### src/rtl/input_buffer_if.sv
// Handshake bundle between an input_buffer and its upstream link / arbiter.
// master drives flits and pop requests; slave is the buffer itself.
interface input_buffer_if #(
  parameter int unsigned FLIT_WIDTH = 32,
  parameter int unsigned DEPTH      = 4
) ();
  localparam int unsigned CntW = $clog2(DEPTH) + 1;

  logic [FLIT_WIDTH-1:0] ib_data_i;
  logic                  ib_write_i;
  logic                  ib_read_i;
  logic [FLIT_WIDTH-1:0] ib_data_o;
  logic [7:0]            ib_yx_addr_header_o;
  logic                  ib_header_valid_o;
  logic                  ib_empty_o;
  logic                  ib_full_o;
  logic [CntW-1:0]       ib_count_o;
  logic                  ib_credit_o;
  logic                  ib_overflow_o;
  logic                  ib_underflow_o;

  modport master (
    output ib_data_i, ib_write_i, ib_read_i,
    input  ib_data_o, ib_yx_addr_header_o, ib_header_valid_o, ib_empty_o, ib_full_o,
           ib_count_o, ib_credit_o, ib_overflow_o, ib_underflow_o
  );

  modport slave (
    input  ib_data_i, ib_write_i, ib_read_i,
    output ib_data_o, ib_yx_addr_header_o, ib_header_valid_o, ib_empty_o, ib_full_o,
           ib_count_o, ib_credit_o, ib_overflow_o, ib_underflow_o
  );
endinterface

### src/rtl/input_buffer.sv
// Per-port router flit FIFO: first-word fall-through head, packet-aware YX header
// register for the arbiter, one credit per popped flit, sticky over/underflow flags.
module input_buffer #(
  parameter int unsigned FLIT_WIDTH = 32,
  parameter int unsigned DEPTH      = 4,
  parameter int unsigned PKT_LEN    = 4
) (
  input logic           clk,
  input logic           reset,
  input_buffer_if.slave ib
);
  localparam int unsigned AW = $clog2(DEPTH);
  localparam int unsigned PW = AW + 1;
  localparam int unsigned CW = (PKT_LEN > 2) ? $clog2(PKT_LEN) : 1;

  typedef enum logic {HdrWait, HdrHold} hdr_state_e;

  logic [FLIT_WIDTH-1:0] mem_q [DEPTH];
  logic [PW-1:0]         wr_ptr_q, rd_ptr_q, count;
  logic [CW-1:0]         rd_flit_cnt_q;
  logic [FLIT_WIDTH-1:0] head;
  logic                  rd_acc, wr_acc, empty, full, last_flit;

  hdr_state_e            state_q;
  logic [7:0]            hdr_q;
  logic                  hdr_valid_q;
  logic                  credit_q;
  logic                  overflow_q;
  logic                  underflow_q;

  // Extra pointer MSB lets the difference range over 0..DEPTH.
  assign count     = wr_ptr_q - rd_ptr_q;
  assign empty     = (count == '0);
  assign full      = (count == PW'(DEPTH));
  assign rd_acc    = ib.ib_read_i & ~empty;
  assign wr_acc    = ib.ib_write_i & (~full | rd_acc);
  assign head      = mem_q[rd_ptr_q[AW-1:0]];
  assign last_flit = (rd_flit_cnt_q == CW'(PKT_LEN - 1));

  always_ff @(posedge clk) begin
    if (wr_acc) begin
      mem_q[wr_ptr_q[AW-1:0]] <= ib.ib_data_i;
    end
  end

  always_ff @(posedge clk) begin
    if (reset) begin
      wr_ptr_q      <= '0;
      rd_ptr_q      <= '0;
      rd_flit_cnt_q <= '0;
    end else begin
      if (wr_acc) wr_ptr_q <= wr_ptr_q + PW'(1);
      if (rd_acc) begin
        rd_ptr_q      <= rd_ptr_q + PW'(1);
        rd_flit_cnt_q <= last_flit ? '0 : rd_flit_cnt_q + CW'(1);
      end
    end
  end

  always_ff @(posedge clk) begin
    if (reset) begin
      state_q     <= HdrWait;
      hdr_q       <= 8'h00;
      hdr_valid_q <= 1'b0;
      credit_q    <= 1'b0;
      overflow_q  <= 1'b0;
      underflow_q <= 1'b0;
    end else begin
      credit_q <= rd_acc;
      if (ib.ib_write_i & ~wr_acc) overflow_q <= 1'b1;
      if (ib.ib_read_i & empty)    underflow_q <= 1'b1;
      unique case (state_q)
        HdrWait: begin
          if (~empty && rd_flit_cnt_q == '0) begin
            hdr_q       <= head[FLIT_WIDTH-1 -: 8];
            hdr_valid_q <= 1'b1;
            state_q     <= HdrHold;
          end
        end
        HdrHold: begin
          if (rd_acc && last_flit) begin
            hdr_valid_q <= 1'b0;
            state_q     <= HdrWait;
          end
        end
        default: begin
          hdr_valid_q <= 1'b0;
          state_q     <= HdrWait;
        end
      endcase
    end
  end

  assign ib.ib_data_o           = head;
  assign ib.ib_yx_addr_header_o = hdr_q;
  assign ib.ib_header_valid_o   = hdr_valid_q;
  assign ib.ib_empty_o          = empty;
  assign ib.ib_full_o           = full;
  assign ib.ib_count_o          = count;
  assign ib.ib_credit_o         = credit_q;
  assign ib.ib_overflow_o       = overflow_q;
  assign ib.ib_underflow_o      = underflow_q;
endmodule

### src/flat_wrapper.sv
// flat-port wrapper written by rule: the top's interface ports become plain ports
module input_buffer_flat 
#(
  parameter int unsigned FLIT_WIDTH = 32,
  parameter int unsigned DEPTH      = 4,
  parameter int unsigned PKT_LEN    = 4
)
  (clk, reset, ib_ib_data_i, ib_ib_write_i, ib_ib_read_i, ib_ib_data_o, ib_ib_yx_addr_header_o, ib_ib_header_valid_o, ib_ib_empty_o, ib_ib_full_o, ib_ib_count_o, ib_ib_credit_o, ib_ib_overflow_o, ib_ib_underflow_o);
  input_buffer_if #(.FLIT_WIDTH(FLIT_WIDTH), .DEPTH(DEPTH)) ib_i ();
  input logic clk;
  input logic reset;
  input wire logic [$bits(ib_i.ib_data_i)-1:0] ib_ib_data_i;
  input wire logic [$bits(ib_i.ib_write_i)-1:0] ib_ib_write_i;
  input wire logic [$bits(ib_i.ib_read_i)-1:0] ib_ib_read_i;
  output wire logic [$bits(ib_i.ib_data_o)-1:0] ib_ib_data_o;
  output wire logic [$bits(ib_i.ib_yx_addr_header_o)-1:0] ib_ib_yx_addr_header_o;
  output wire logic [$bits(ib_i.ib_header_valid_o)-1:0] ib_ib_header_valid_o;
  output wire logic [$bits(ib_i.ib_empty_o)-1:0] ib_ib_empty_o;
  output wire logic [$bits(ib_i.ib_full_o)-1:0] ib_ib_full_o;
  output wire logic [$bits(ib_i.ib_count_o)-1:0] ib_ib_count_o;
  output wire logic [$bits(ib_i.ib_credit_o)-1:0] ib_ib_credit_o;
  output wire logic [$bits(ib_i.ib_overflow_o)-1:0] ib_ib_overflow_o;
  output wire logic [$bits(ib_i.ib_underflow_o)-1:0] ib_ib_underflow_o;
  assign ib_i.ib_data_i = ib_ib_data_i;
  assign ib_i.ib_write_i = ib_ib_write_i;
  assign ib_i.ib_read_i = ib_ib_read_i;
  assign ib_ib_data_o = ib_i.ib_data_o;
  assign ib_ib_yx_addr_header_o = ib_i.ib_yx_addr_header_o;
  assign ib_ib_header_valid_o = ib_i.ib_header_valid_o;
  assign ib_ib_empty_o = ib_i.ib_empty_o;
  assign ib_ib_full_o = ib_i.ib_full_o;
  assign ib_ib_count_o = ib_i.ib_count_o;
  assign ib_ib_credit_o = ib_i.ib_credit_o;
  assign ib_ib_overflow_o = ib_i.ib_overflow_o;
  assign ib_ib_underflow_o = ib_i.ib_underflow_o;
  input_buffer #(.FLIT_WIDTH(FLIT_WIDTH), .DEPTH(DEPTH), .PKT_LEN(PKT_LEN)) u_core (.clk(clk), .reset(reset), .ib(ib_i));
endmodule
### config.mk
export PLATFORM = sky130hd
export DESIGN_NAME = input_buffer_flat
export DESIGN_NICKNAME = d
export VERILOG_FILES = /design/src/rtl/input_buffer_if.sv /design/src/rtl/input_buffer.sv /design/src/flat_wrapper.sv
export SDC_FILE = /design/constraint.sdc
export NUM_CORES = 1
export LEC_CHECK = 0
export ABC_CLOCK_PERIOD_IN_PS = 4270
export CAP_MARGIN = 20
export CELL_PAD_IN_SITES_DETAIL_PLACEMENT = 1
export CELL_PAD_IN_SITES_GLOBAL_PLACEMENT = 1
export CORE_MARGIN = 10
export CORE_UTILIZATION = 42
export DETAILED_ROUTE_END_ITERATION = 16
export PLACE_DENSITY = 0.76
export SYNTH_ARGS = -nofsm -noshare
export SYNTH_HDL_FRONTEND = slang
export SYNTH_SLANG_ARGS = --single-unit
### constraint.sdc
create_clock -name clk -period 4.27 [get_ports clk]
set_clock_uncertainty 0.1 [all_clocks]
set_input_delay 0.427 -clock clk [delete_from_list [all_inputs] [get_ports clk]]
set_output_delay 0.427 -clock clk [all_outputs]
set_load 0.01 [all_outputs]
# Word level (Yosys, flattened, before mapping)
# Memories as Yosys holds them, arrays and structs flattened. A register that Yosys moved wholly into a read port is not among the register bits.
# Index checks and enable logic that the tools add are counted.
# Widths: inputs -> output; s select.
# classes
addsub	4
n_eq_ne	4
mux	11
bitwise_logic	9
n_reduce_logical	6
# op_table
cell	n
$add 3x1->3 const B	2
$mux 1	6
$mux 2	3
$and 1x1->1	4
$not 1->1	4
$pmux 1 s2	2
$reduce_and 2->1	2
$eq 3x3->1 const B	1
$logic_not 3->1	1
$sub 3x3->3	1
$add 2x1->2 const B	1
$eq 2x2->1 const B	1
$logic_and 1x1->1	2
$logic_not 2->1	1
$ne 2x1->1 const B	1
$ne 2x2->1 const B	1
$or 1x1->1	1
# totals
ff_bits	21
ram_bits	128
output_inout_bits	49
word_cells	44
mem_count	1
# memory_table
memory	words	word_bits	rd	rd_clocked_by_memory_dff	write_ports	line	text
u_core.mem_q	4	32	1	1	1	input_buffer.sv:18	logic [FLIT_WIDTH-1:0] mem_q [DEPTH];

# Longest topological paths before layout
# depth
depth_word	8
ltp_mapped	8
ltp_nobuf	7

# Worst setup path before layout
# Ideal clock, no wire load.
# synth_timing
path_type	reg2reg
startpoint	reg u_core.wr_ptr_q[0]
endpoint	mem u_core.mem_q[3][0] (enable)
setup_ns	0.432
arrival_time_ns	3.039
required_ns	3.738
slack_ns	0.699
path_stages_with_launch	7
path_buffers	0
period_less_slack_ns	3.571
cell_sequence	dfxtp_1 > inv_1 > ha_1 > fa_1 > xnor3_2 > inv_4 > a21oi_1
# synth_between
elab_chain_len	8
# synth_lines
item	line	text
start: declaration	input_buffer.sv:19	logic [PW-1:0] wr_ptr_q, rd_ptr_q, count;
start signal: assignment	input_buffer.sv:52	if (wr_acc) wr_ptr_q <= wr_ptr_q + PW'(1);
$sub 3x3->3 *	input_buffer.sv:32	assign count = wr_ptr_q - rd_ptr_q;
via ib_ib_count_o[2]	flat_wrapper.sv:20	output wire logic [$bits(ib_i.ib_count_o)-1:0] ib_ib_count_o;
$logic_not 3->1	input_buffer.sv:33	assign empty = (count == '0);
$not 1->1	input_buffer.sv:35	assign rd_acc = ib.ib_read_i & ~empty;
$and 1x1->1	input_buffer.sv:35	
$or 1x1->1 *	input_buffer.sv:36	assign wr_acc = ib.ib_write_i & (~full | rd_acc);
$and 1x1->1 *	input_buffer.sv:36	
$mux 1 *	input_buffer.sv:41	if (wr_acc) begin
$mux 1 (implied by the code) *	input_buffer.sv:42	mem_q[wr_ptr_q[AW-1:0]] <= ib.ib_data_i;
end: declaration	input_buffer.sv:18	
# The timed path passes the listed nets; every way through them passes the cells marked *.

# Final worst setup path
# layout_timing
startpoint	reg u_core.wr_ptr_q[0]
endpoint	out ib_ib_empty_o
# layout_between
elab_chain_len	2
# layout_lines
item	line	text
$sub 3x3->3	input_buffer.sv:32	
$logic_not 3->1	input_buffer.sv:33	
end: declaration	flat_wrapper.sv:18	output wire logic [$bits(ib_i.ib_empty_o)-1:0] ib_ib_empty_o;
# Every way passes these cells.

==> summary.txt <==
Worst setup path
  – Crit path DAT: 2660 ps
  – Reg2reg path depth: 7
  – Kind of critical path: register to primary output
  – R2r setup slk: 1140 ps
  – Crit path max fanout: 8
  – Required @ worst endpoint: between 3000 and 4000 ps
  – CP endpoint kind: primary output
  – CP startpoint kind: register

Timing
  – # setup viols final: 0
  – Fmax: between 0.3 and 0.4 GHz
  – Post-route clock period utilization: around three quarters
  – Final hold violations: 0
  – Worst slew pin tran: between 800 and 900 ps
  – Slew Viols, Final: 0
  – Setup ws final: around 1100 ps
  – Setup TNS: 0 ps
  – Hold slack: around 350 ps
  – RSZ-0062 raised after global routing: false
  – Worst rel slew slack: around two fifths
  – Tmin final: between 3000 and 4000 ps

Run status
  – Outcome: completed

Layout
  – Share of cells above drive strength 1: 18.8%
  – Fin util: a little under three fifths
  – Commonest non-fill, non-tap cell in the layout: edfxtp_1
  – Most frequent cells in the layout: edfxtp_1, clkdlybuf4s50_1, mux4_2
  – Final Net Count: 430
  – Synth-to-Final Area Change: 28.3%
  – Filler cells: ~1200
  – Design area: 7390 um^2
  – N_diodes: 0
  – Non-Filler Instances: 574

Global routing
  – Initial antenna violation count: 0
  – Vias in the first global route: 3310
  – Total track usage: between 10% and 20%
  – Largest net degree at the start of global routing: 33
  – First-pass GRT wire length: 18700 um
  – Remaining global-route overflow: 0

Yosys
  – EDFF count, synth: 128
  – Synth Area per Inst: 19.8 um^2
  – Main synth FF type: edfxtp_1
  – Distinct cells, synth: 36
  – Post-Syn Area: ~5800 um^2
  – Sequential share of the synthesized area: 74.8%
  – Seq cells post-synth: 151
  – Syn Inst Count: 291
  – Syn Nets: 336
  – Async set-or-reset flop fraction in the synthesized netlist: 0%
  – Yosys warning count: 0

Route
  – First drt pass iteration count: 4
  – Routed Antenna Nets: 0
  – Via count: 2948
  – Iter 0 DRT Violations: 119
  – Final wirelength: 11800 um
  – DRC: 0
  – Vias per cell: roughly 5.1
  – Wire per inst: 20.6 um

CTS
  – Root buffer cell: clkbuf_16
  – Post-CTS Hold Buffers: 0
  – Clock tree from TritonCTS: done
  – Clk slew on worst S/H paths: about 60 ps
  – Sink Count: approximately 150
  – Insertion delay to the later sink of the worst-skew pair: between 400 and 500 ps
  – CTS Buf Count: 17
  – Post-CTS Setup Inserts: 0
  – CTS Buffer Depth: 2
  – Htree depth: 4
  – PostCTS Resize Cnt: 0

Die
  – Core region area: ~13000 um^2
  – Die W: about 140 um
  – Number of top-level pins: 85
  – Die area: around 19000 um^2
  – Cell row count: 42
  – Initial core utilization: a little over two fifths
  – Die Y: 137 um

Placed design
  – Dpl cells: ~540
  – Gpl congestion: 0.763
  – I/O Buffers: 84
  – Cell Area, Placed: 6790 um^2
  – Pre-CTS setup slack: around 1100 ps
  – Detailed placement HPWL: between 7000 and 8000 um

Power
  – P_leak: ~2.5 nW
  – Final Power: 4.71 mW
  – Maximum vdd drop: between 0.3 and 0.4 mV
  – Power per cell area: about 640 nW/um^2

Run
  – Max Cap Viol: 0

Hold path
  – Worst Hold Class: register to register
  – Hold Path Cell Cnt: 2
[worst max-delay path, stage by stage (launching register included)]
cell	delay [ps]
dfxtp_1	390
inv_1	110
ha_1	200
fa_1	410
xnor3_2	360
inv_4	100
nor2_1	120
clkdlybuf4s50_1	540
[synth_stat cells (all sizes together) (2+ instances only)]
| cell type | instances | area [um^2] |
|---|---|---|
| edfxtp | 128 | 3840 |
| mux4 | 32 | 721 |
| nand2 | 27 | 101 |
| dfxtp | 23 | 460 |
| mux2i | 12 | 120 |
| inv | 9 | 36.3 |
| buf | 8 | 51.3 |
| ha | 8 | 100 |
| nor2 | 8 | 30.0 |
| and2 | 5 | 31.3 |
| mux2 | 4 | 45.0 |
| a21oi | 3 | 15.0 |
| a31oi | 3 | 18.8 |
| clkbuf | 3 | 11.3 |
| a21boi | 2 | 30.0 |
| nor2b | 2 | 12.5 |
[power by group]
part,internal (mW),total (mW),switching [mW]
Clock,0.920,1.51,0.589
Sequential,1.79,1.89,0.0974
Combinational,0.699,1.31,0.614
Total,3.41,4.71,1.30
[final cells by class]
cell class / count / area [um^2] / share of cell area (%)
sequential: 151 / 4310 / 58.3
multi-input combinational: 120 / 1370 / 18.5
timing repair buffer: 86 / 856 / 11.6
clock buffer: 17 / 425 / 5.76
tap: 176 / 220 / 2.98
clock inverter: 15 / 173 / 2.34
inverter: 9 / 36.3 / 0.491
[logic make-up after synthesis]
logic type | synth area share, %
AOI/OAI and AO/OA | 1.91
xor gates and xnor gates | 0.565
DFF | 74.8
and+or+nand+nor | 3.59
adders and majority gates | 2.09
muxes | 15.4
buffers and inverters | 1.72
[worst paths after layout]
kind                                                  start                          end
worst min-delay path            u_core.ib.ib_header_valid_o  u_core.ib.ib_header_valid_o
worst max register to register           u_core.wr_ptr_q[0]          u_core.mem_q[1][13]
worst max-delay path                     u_core.wr_ptr_q[0]                ib_ib_empty_o
worst min register to register  u_core.ib.ib_header_valid_o  u_core.ib.ib_header_valid_o
[state kept, by name, summed over array words and instances, names as in the netlist, 2 cells and up, named ones only]
signal / cells
u_core.rd_flit_cnt_q: 2
u_core.ib.ib_yx_addr_header_o: 8
u_core.rd_ptr_q: 3
u_core.mem_q: 128
u_core.wr_ptr_q: 3
[routing by layer]
metal	vias up	global-route usage, %	wire length (um)	part of all wire [%]
li1	1340	-	-	-
met3	11	5.54	810	6.9
met4	0	5.09	159	1.3
met5	-	0	0	0
met1	1514	16.0	5160	44
met2	83	21.1	5690	48
Note: power is estimated with default switching activity, not from simulation.
